`config.mk`:
```
export PLATFORM = sky130hd
export DESIGN_NAME = seq_divider
export DESIGN_NICKNAME = d
export VERILOG_FILES = /design/src/rtl/seq_divider.sv
export SDC_FILE = /design/constraint.sdc
export NUM_CORES = 1
export LEC_CHECK = 0
export ABC_AREA = 1
export CORE_MARGIN = 2
export CORE_UTILIZATION = 40
export CTS_BUF_LIST = sky130_fd_sc_hd__clkbuf_2 sky130_fd_sc_hd__clkbuf_4 sky130_fd_sc_hd__clkbuf_8
export CTS_CLUSTER_DIAMETER = 30
export DETAILED_ROUTE_END_ITERATION = 16
export GPL_ROUTABILITY_DRIVEN = 1
export GPL_TIMING_DRIVEN = 0
export PLACE_DENSITY_LB_ADDON = 0.12
export SLEW_MARGIN = 20
export SYNTH_ARGS = -nofsm -noshare
export SYNTH_HDL_FRONTEND = slang
export SYNTH_SLANG_ARGS = --single-unit
```
`constraint.sdc`:
```
create_clock -name CLK -period 3.6 [get_ports CLK]
set_input_delay 0.72 -clock CLK [delete_from_list [all_inputs] [get_ports CLK]]
set_output_delay 0.72 -clock CLK [all_outputs]
set_load 0.005 [all_outputs]
```
`src/rtl/seq_divider.sv`:
```
// Sequential restoring divider: one quotient bit per clock, fixed latency.
// Divide-by-zero completes immediately with an all-ones quotient and dbz set.
module seq_divider #(
  parameter int DATA_W = 8
) (
  input  logic              CLK,
  input  logic              rst,
  input  logic              start,
  input  logic [DATA_W-1:0] A,
  input  logic [DATA_W-1:0] B,
  output logic [DATA_W-1:0] Q,
  output logic [DATA_W-1:0] R,
  output logic              busy,
  output logic              fin,
  output logic              dbz
);

  localparam int CNT_W = $clog2(DATA_W);

  typedef enum logic [1:0] {IDLE, RUN, DONE} state_t;

  state_t              state;
  logic [DATA_W-1:0]   quo;
  logic [DATA_W-1:0]   rem;
  logic [DATA_W-1:0]   div;
  logic [CNT_W-1:0]    cnt;
  logic [2*DATA_W-1:0] step;

  // One restoring step on {rem, quo}; the extra subtraction bit carries the borrow.
  // The shifted remainder is below 2*div, so DATA_W+1 bits always hold it.
  function automatic logic [2*DATA_W-1:0] restore_step(
    input logic [DATA_W-1:0] rem_in,
    input logic [DATA_W-1:0] quo_in,
    input logic [DATA_W-1:0] div_in
  );
    logic [DATA_W:0]   shifted;
    logic [DATA_W+1:0] diff;
    shifted = {rem_in, quo_in[DATA_W-1]};
    diff    = {1'b0, shifted} - {2'b00, div_in};
    if (diff[DATA_W+1])
      return {shifted[DATA_W-1:0], quo_in[DATA_W-2:0], 1'b0};
    else
      return {diff[DATA_W-1:0], quo_in[DATA_W-2:0], 1'b1};
  endfunction

  assign step = restore_step(rem, quo, div);

  always_ff @(posedge CLK) begin
    if (rst) begin
      state <= IDLE;
      quo   <= '0;
      rem   <= '0;
      div   <= '0;
      cnt   <= '0;
      Q     <= '0;
      R     <= '0;
      busy  <= 1'b0;
      fin   <= 1'b0;
      dbz   <= 1'b0;
    end else begin
      case (state)
        IDLE: begin
          fin <= 1'b0;
          if (start) begin
            busy <= 1'b1;
            if (B != '0) begin
              quo   <= A;
              div   <= B;
              rem   <= '0;
              cnt   <= '0;
              dbz   <= 1'b0;
              state <= RUN;
            end else begin
              Q     <= '1;
              R     <= A;
              dbz   <= 1'b1;
              fin   <= 1'b1;
              state <= DONE;
            end
          end
        end
        RUN: begin
          {rem, quo} <= step;
          cnt        <= cnt + CNT_W'(1);
          // Outputs only move on the final step so Q/R stay stable while running.
          if (cnt == CNT_W'(DATA_W - 1)) begin
            Q     <= step[DATA_W-1:0];
            R     <= step[2*DATA_W-1:DATA_W];
            fin   <= 1'b1;
            state <= DONE;
          end
        end
        DONE: begin
          fin   <= 1'b0;
          busy  <= 1'b0;
          state <= IDLE;
        end
        default: state <= IDLE;
      endcase
    end
  end

endmodule

```
Word level (Yosys, flattened, before mapping)
Index checks and enable logic that the tools add are counted.
{"block": "classes", "addsub": 2, "eq_ne": 7, "mux": 28, "n_reduce_logical": 12}
{"operator": "$mux 8", "count": 10}
{"operator": "$pmux 8 s2", "count": 4}
{"operator": "$mux 16", "count": 1}
{"operator": "$sub 9x8->10", "count": 1}
{"operator": "$ne 2x2->1 const B", "count": 4}
{"operator": "$reduce_and 2->1", "count": 4}
{"operator": "$reduce_bool 8->1", "count": 1}
{"operator": "$mux 2", "count": 3}
{"operator": "$mux 3", "count": 2}
{"operator": "$pmux 3 s2", "count": 1}
{"operator": "$reduce_and 3->1", "count": 2}
{"operator": "$mux 1", "count": 4}
{"operator": "$pmux 2 s2", "count": 1}
{"operator": "$reduce_and 4->1", "count": 1}
{"operator": "$reduce_bool 2->1", "count": 2}
{"operator": "$add 3x1->3 const B", "count": 1}
{"operator": "$eq 3x3->1 const B", "count": 1}
{"operator": "$pmux 1 s3", "count": 1}
{"operator": "$reduce_bool 3->1", "count": 1}
{"operator": "$eq 2x1->1 const B", "count": 1}
{"operator": "$eq 2x2->1 const B", "count": 1}
{"operator": "$logic_not 2->1", "count": 1}
{"operator": "$pmux 1 s2", "count": 1}
{"block": "totals", "reg_bits": 48, "inputBits": 19, "out_inout_bits": 19, "elab_cells": 59}

Logic depth before layout (Yosys ltp)
Gate-level depths: netlist of run 1.
{"block": "logic_depth", "word_depth": 4, "ltp_mapped": 13, "mapped_depth_nobuf": 13}

Least setup slack after synthesis of run 1
Ideal clock, no wire load.
{"block": "synth_timing", "path_type": "input port to flip-flop", "from": "input B[5]", "to": "register rem[6]", "setup_time_ns": 0.109, "arrival_time_ns": 1.642, "required_ns": 3.491, "path_slack_ns": 1.849, "path_stages": 11, "n_path_buf": 1, "path_cell_list": "nor2_1 nand2_1 nor2_2 nor2_2 nor2_4 inv_2 buf_6 o21ai_0 inv_1 nand2_1 inv_1"}
{"block": "synth_via", "elab_chain_len": 3}
{"item": "start: declaration", "line_no": "10", "text": "input logic [DATA_W-1:0] B,"}
{"item": "$reduce_bool 8->1", "line_no": "66", "text": "if (B != '0) begin"}
{"item": "$ne 2x2->1 (no line)"}
{"item": "$reduce_and 3->1 (no line)"}
{"item": "end signal: assignment", "line_no": "83", "text": "{rem, quo} <= step;"}
{"item": "end: declaration", "line_no": "24", "text": "logic [DATA_W-1:0] rem;"}
Every way passes these cells.
A chain may end at the register's enable or synchronous reset.

Worst setup path in the final report of run 1
Ends and elaborated chain as after synthesis.

==> results.yml, run 1 <==
outcome:
  status: "complete, no violations"
sta:
  period_minus_slack_ns: 2.110
  skew_ns: 0.01104
  tns_ns: 0
  tightest_slew_ns: 0.5711
  hold_viol: 0
  maxSlewHeadroom: 0.6192
  rsz0062_at_grt: "false"
  drv_slew: 0
  period_share: 0.5861
  setup_viol: 0
  setup_ws_ns: 1.490
  clock.fmax_mhz: 473.9
floorplan:
  rows: 29
  coreArea_sq_mm: 0.006386
  die_w_microns: 85.59
  die-area_sq_mm: 0.007325
  die_h_microns: 85.59
  pin_count: 38
  start_util: 0.4169
drt:
  drt_iter0_drc: 150
  ant_nets: 0
  wirelength_microns: 6505
  drc_errors: 0
  vias: 2484
  dr.pass1.iters: 4
  wl_per_cell_microns: 12.98
  vias_per_cell: 4.958
cts:
  cts_resized: 0
  cts_buffers: 5
  cts_tree: "built"
  ctsHoldBuffers: 0
  clk_latency_ns: 0.31
  cts_root_buffer: "clkbuf_8"
  cts_buffer_depth: 2
  htreeDepth: 2
  post_cts.repair.setup_buffers: 0
  clock-sinks: 48
  clk_pin_slew_worst_paths_ns: 0.09
power_and_ir_drop:
  vdd_drop_max_uv: 200.6
  powerDensity_mw_per_mm2: 524.3
  p_leak_nw: 1.550
run:
  cap_violations: 0
global_routing:
  grt_pass1_vias: 2293
  grt_use_total: 0.1841
  grt_max_degree: 16
  antenna_found_initial: 0
  grt_pass1_wl_microns: 10720
  grt_overflow_total: 0
synth:
  synth_cell_type_count: 33
  yosys_warnings: 0
  synthArstFlopShare: 0
  synthFlopType: "dfxtp_1"
  synth_fp_nets: 413
  yosysMostFrequentCell: "inv_1"
  synth_seq_area_share: 0.3609
  netlist_top_cells_area: "dfxtp_1, inv_1, nand2_1"
  synth_top_area_share: 0.3609
  avgSynthCellArea_sq_um: 7.025
  synth_seq_cells: 48
  syn_inst: 379
  synthTopCellsByCount: "inv_1, nand2_1, dfxtp_1"
  synth-edff-count: 0
  netlist_area_sq_mm: 0.002663
  yosysTopAreaCell: "dfxtp_1"
critical_path:
  cp-end-kind: "flop"
  crit_type: "input pin to flop"
  critPathMaxFanout: 10
  required_ns: 3.81
  cp-start-kind: "input pin"
  arrival_ns: 2.32
final_layout:
  drive_above_1_share: 0.08726
  final-seq-area_sq_um: 960.9
  area_growth_pct: 21.15
  fillCellCount: 643
  diodes: 0
  fin_nets: 457
  multi_input_area_sq_mm: 0.001360
place:
  dp_slack_ns: 1.148
  numPortBuffers: 37
  dp_hpwl_microns: 4916
  gp_congestion: 0.8425
min_path:
  hp-class: "flop to flop"
worst max-delay path, stage by stage:
cell and delay, ns:
clkdlybuf4s50_1 0.41, nor2_1 0.12, nand2_1 0.08, nor2_2 0.19
nor2_2 0.11, nor2_4 0.15, inv_2 0.10, buf_6 0.15
o21ai_0 0.14, inv_1 0.06, nand2_1 0.06, inv_1 0.03
metrics by stage:
step	total power [mW]	instance area, sq um	hold WS, ns	cells	utilization
2_1_floorplan	1.145	2663	0.4331	379	-
3_3_place_gp	1.331	3129	0.4586	493	0.4900
3_5_place_dp	1.342	3129	0.4680	493	0.4900
4_1_cts	1.694	3226	0.4806	501	0.5051
5_1_grt	1.812	3226	0.5034	501	0.5051
6_report	1.691	3226	0.4789	501	0.5051
power by group:
part	switching, mW	internal, mW
logic	0.416	0.262
registers	0.0509	0.606
clock network	0.199	0.158
total	0.666	1.03
layout by cell type (no fill, tap or decap), drive strengths merged, types with 10 or more instances in the layout:
cell type,Yosys,final
inv,65,66
nand2,59,59
nor2,49,49
dfxtp,48,48
o21ai,38,38
clkdlybuf4s50,0,37
a21oi,32,32
nand3,28,28
ha,14,14
nor3,10,10
clkbuf,4,10
buf,10,10
flip-flops by register name, summed over array words and instances, names as in the netlist:
signal / flops
Q: 8
quo: 8
div: 8
dbz: 1
fin: 1
R: 8
state: 2
busy: 1
rem: 8
cnt: 3
kinds of logic after synthesis:
logic type / Yosys count / synth area share
buffers and inverters: 79 / 0.1283
adder cells (fa/ha/maj): 15 / 0.07331
XOR/XNOR: 3 / 0.009870
AO/OA/AOI/OAI: 73 / 0.1433
AND/OR/NAND/NOR: 161 / 0.2843
flip-flops: 48 / 0.3609
final timing paths:
| kind | startpoint | end | slack (ns) | cells past startpoint |
|---|---|---|---|---|
| worst min-delay path | div[2] | div[2] | 0.48 | 2 |
| worst max-delay path | B[5] | rem[6] | 1.49 | 12 |
| worst min register to register | div[2] | div[2] | 0.48 | 2 |
| worst max register to register | div[2] | R[0] | 1.62 | 11 |
layer usage:
metal | global-route usage | vias up | part of all wire
li1 | - | 1304 | -
met1 | 0.2585 | 1124 | 0.51
met2 | 0.2884 | 46 | 0.44
met3 | 0.03272 | 10 | 0.030
met4 | 0.05772 | 0 | 0.016
met5 | 0 | - | 0
cell type report:
type / count / share of cell area
tap: 77 / 0.02987
clock buffer: 6 / 0.02560
buffer: 14 / 0.02793
inverter: 65 / 0.07797
sequential: 48 / 0.2979
multi-input combinational: 252 / 0.4216
timing repair buffer: 37 / 0.1148
clock inverter: 2 / 0.004267
Power figures use the tool's default switching activity.
==> run 2: changes to the inputs <==
clock period = 1.9 ns   (was 3.6 ns; I/O delays follow)
==> results.yml, run 2 (synthesis results as in run 1) <==
cts:
  clock-sinks: 48
  cts_root_buffer: "clkbuf_8"
  clk_pin_slew_worst_paths_ns: 0.10
  clk_latency_ns: 0.31
  cts_buffer_depth: 2
  cts_tree: "built"
  cts_buffers: 5
  htreeDepth: 2
critical_path:
  reg2reg_from: "rem[5]"
  required_ns: 2.13
  crit_type: "flop to flop"
  cp-start-kind: "flop"
  cp-end-kind: "flop"
  arrival_ns: 2.01
  endpoint: "R[1]"
  critPathMaxFanout: 10
  r2r_end: "R[1]"
  startpoint: "rem[5]"
  ff2ff_setup_slack_ns: 0.12
  r2r_cells: 9
floorplan:
  pin_count: 38
  rows: 29
  coreArea_sq_mm: 0.006386
  die_w_microns: 85.59
  start_util: 0.4169
  die-area_sq_mm: 0.007325
  die_h_microns: 85.59
place:
  dpl.cell_count: 493
  numPortBuffers: 37
  dp_hpwl_microns: 4916
  place_area_sq_mm: 0.003129
  dp_slack_ns: -0.2122
  gp_congestion: 0.8425
outcome:
  status: "complete, no violations"
final_layout:
  drive_above_1_share: 0.1212
  fin_nets: 462
  layout.cells.non_filler: 506
  area_growth_pct: 24.95
  layout_commonest_cell: "inv_1"
  diodes: 0
  final_cell_mix: "inv_1, nand2_1, dfxtp_1"
  final_area_sq_mm: 0.003327
power_and_ir_drop:
  p_leak_nw: 1.586
  powerDensity_mw_per_mm2: 1001
  finalPower_mw: 3.331
  p_clk_frac: 0.202
  pwr-share-comb: 0.424
  internal_power_mw: 2.025
  power_frac_seq: 0.374
  p_switching_mw: 1.306
  switching_share: 0.3922
  vdd_drop_max_uv: 382.2
global_routing:
  antenna_found_initial: 0
  use_met3: 0.03272
  grt_overflow_total: 0
  grt_pass1_vias: 2299
  grt_pass1_wl_microns: 10760
  grt_use_total: 0.1848
  met2_usage: 0.2898
  met1_usage: 0.2591
  global_route.peak_usage_layer: "met2"
  grt_max_degree: 16
drt:
  dr.pass1.iters: 4
  drc_errors: 0
  vias: 2510
  ant_nets: 0
  wirelength_microns: 6578
  drt_iter0_drc: 149
  wl_per_cell_microns: 13.00
  vias_per_cell: 4.960
sta:
  setup_viol: 0
  clock.fmax_mhz: 560.5
  rsz0062_at_grt: "false"
  maxSlewHeadroom: 0.6198
  timing.hold.ws_ns: 0.4775
  setup_ws_ns: 0.1158
  period_minus_slack_ns: 1.784
  hold_viol: 0
  drv_slew: 0
  skew_ns: 0.01453
  tightest_slew_ns: 0.5703
  period_share: 0.9390
min_path:
  hp-class: "flop to flop"
run:
  cap_violations: 0
## run 2: cell count changes in the layout (fill, tap and decap cells not counted), moves of 2 or more
cell and delta:
nor2_2 -2, nor2_4 +2, ha_2 +2, ha_1 -3
buf_4 +5, nand3_2 +3, nand3_1 -3
## run 2: stage by stage
step	util	TNS, ns
final	0.5210	0
after global routing	0.5210	0
after CTS	0.5082	0
after detailed placement	0.4900	-4.874
after global placement	0.4900	-4.612
after floorplan	-	0
## run 2: worst min-delay path by stage
stage	endpoint	depth (start not counted)	startpoint	slack, ns
6_report	div[2]	2	div[2]	0.48
4_1_cts	div[6]	2	div[6]	0.48
3_5_place_dp	div[6]	2	div[6]	0.47
3_3_place_gp	div[6]	2	div[6]	0.46
2_1_floorplan	div[2]	2	div[2]	0.43
5_1_grt	div[3]	2	div[3]	0.50
## run 2: worst max-delay path, cell delays in order, from the launching register on
cell and delay [ns]:
dfxtp_1 0.48, ha_4 0.26, nand2_1 0.05, nand2_1 0.11, a21oi_4 0.27, nand2_4 0.15, nand3b_1 0.14, nand3_1 0.12
nand2_1 0.08, inv_1 0.03
## run 2: cell type report
class                   instances  area, sq um
well taps                      77        96.34
plain buffers                  14        93.84
repair buffers                 42        407.9
multi-input cells             252         1418
inverters                      65        254.0
clock buffers                   6        82.58
fillers                       636         3059
flip-flops and latches         48        960.9
clock inverters                 2        13.76
## run 2: power by group through the flow
stage / Clock [mW] / Combinational (mW) / Sequential, mW
global route: 0.719 / 1.59 / 1.26
CTS: 0.683 / 1.32 / 1.24
finish: 0.673 / 1.41 / 1.25
global placement: 0 / 1.26 / 1.26
floorplan: 0 / 0.927 / 1.24
detailed placement: 0 / 1.28 / 1.26
## run 2: repair_timing
action	4_1_cts	5_1_grt
hold buffers	0	0
buffers inserted	2	3
endpoints found under the hold margin	0	0
pin swaps	0	1
endpoints found under the setup margin	6	32
gates resized for setup	1	14
## run 2: per-layer routing
metal  vias up  part of all wire
met5         -                 0
met4         0             0.024
met3        14             0.030
met1      1136              0.51
li1       1315                 -
met2        45              0.44
==> run 3: changes to the inputs <==
CAP_MARGIN = 20   (was unset)
SLEW_MARGIN = unset   (was 20)
==> results of run 3 <==
The final DEF is identical to that of run 2; final timing and power are the same.
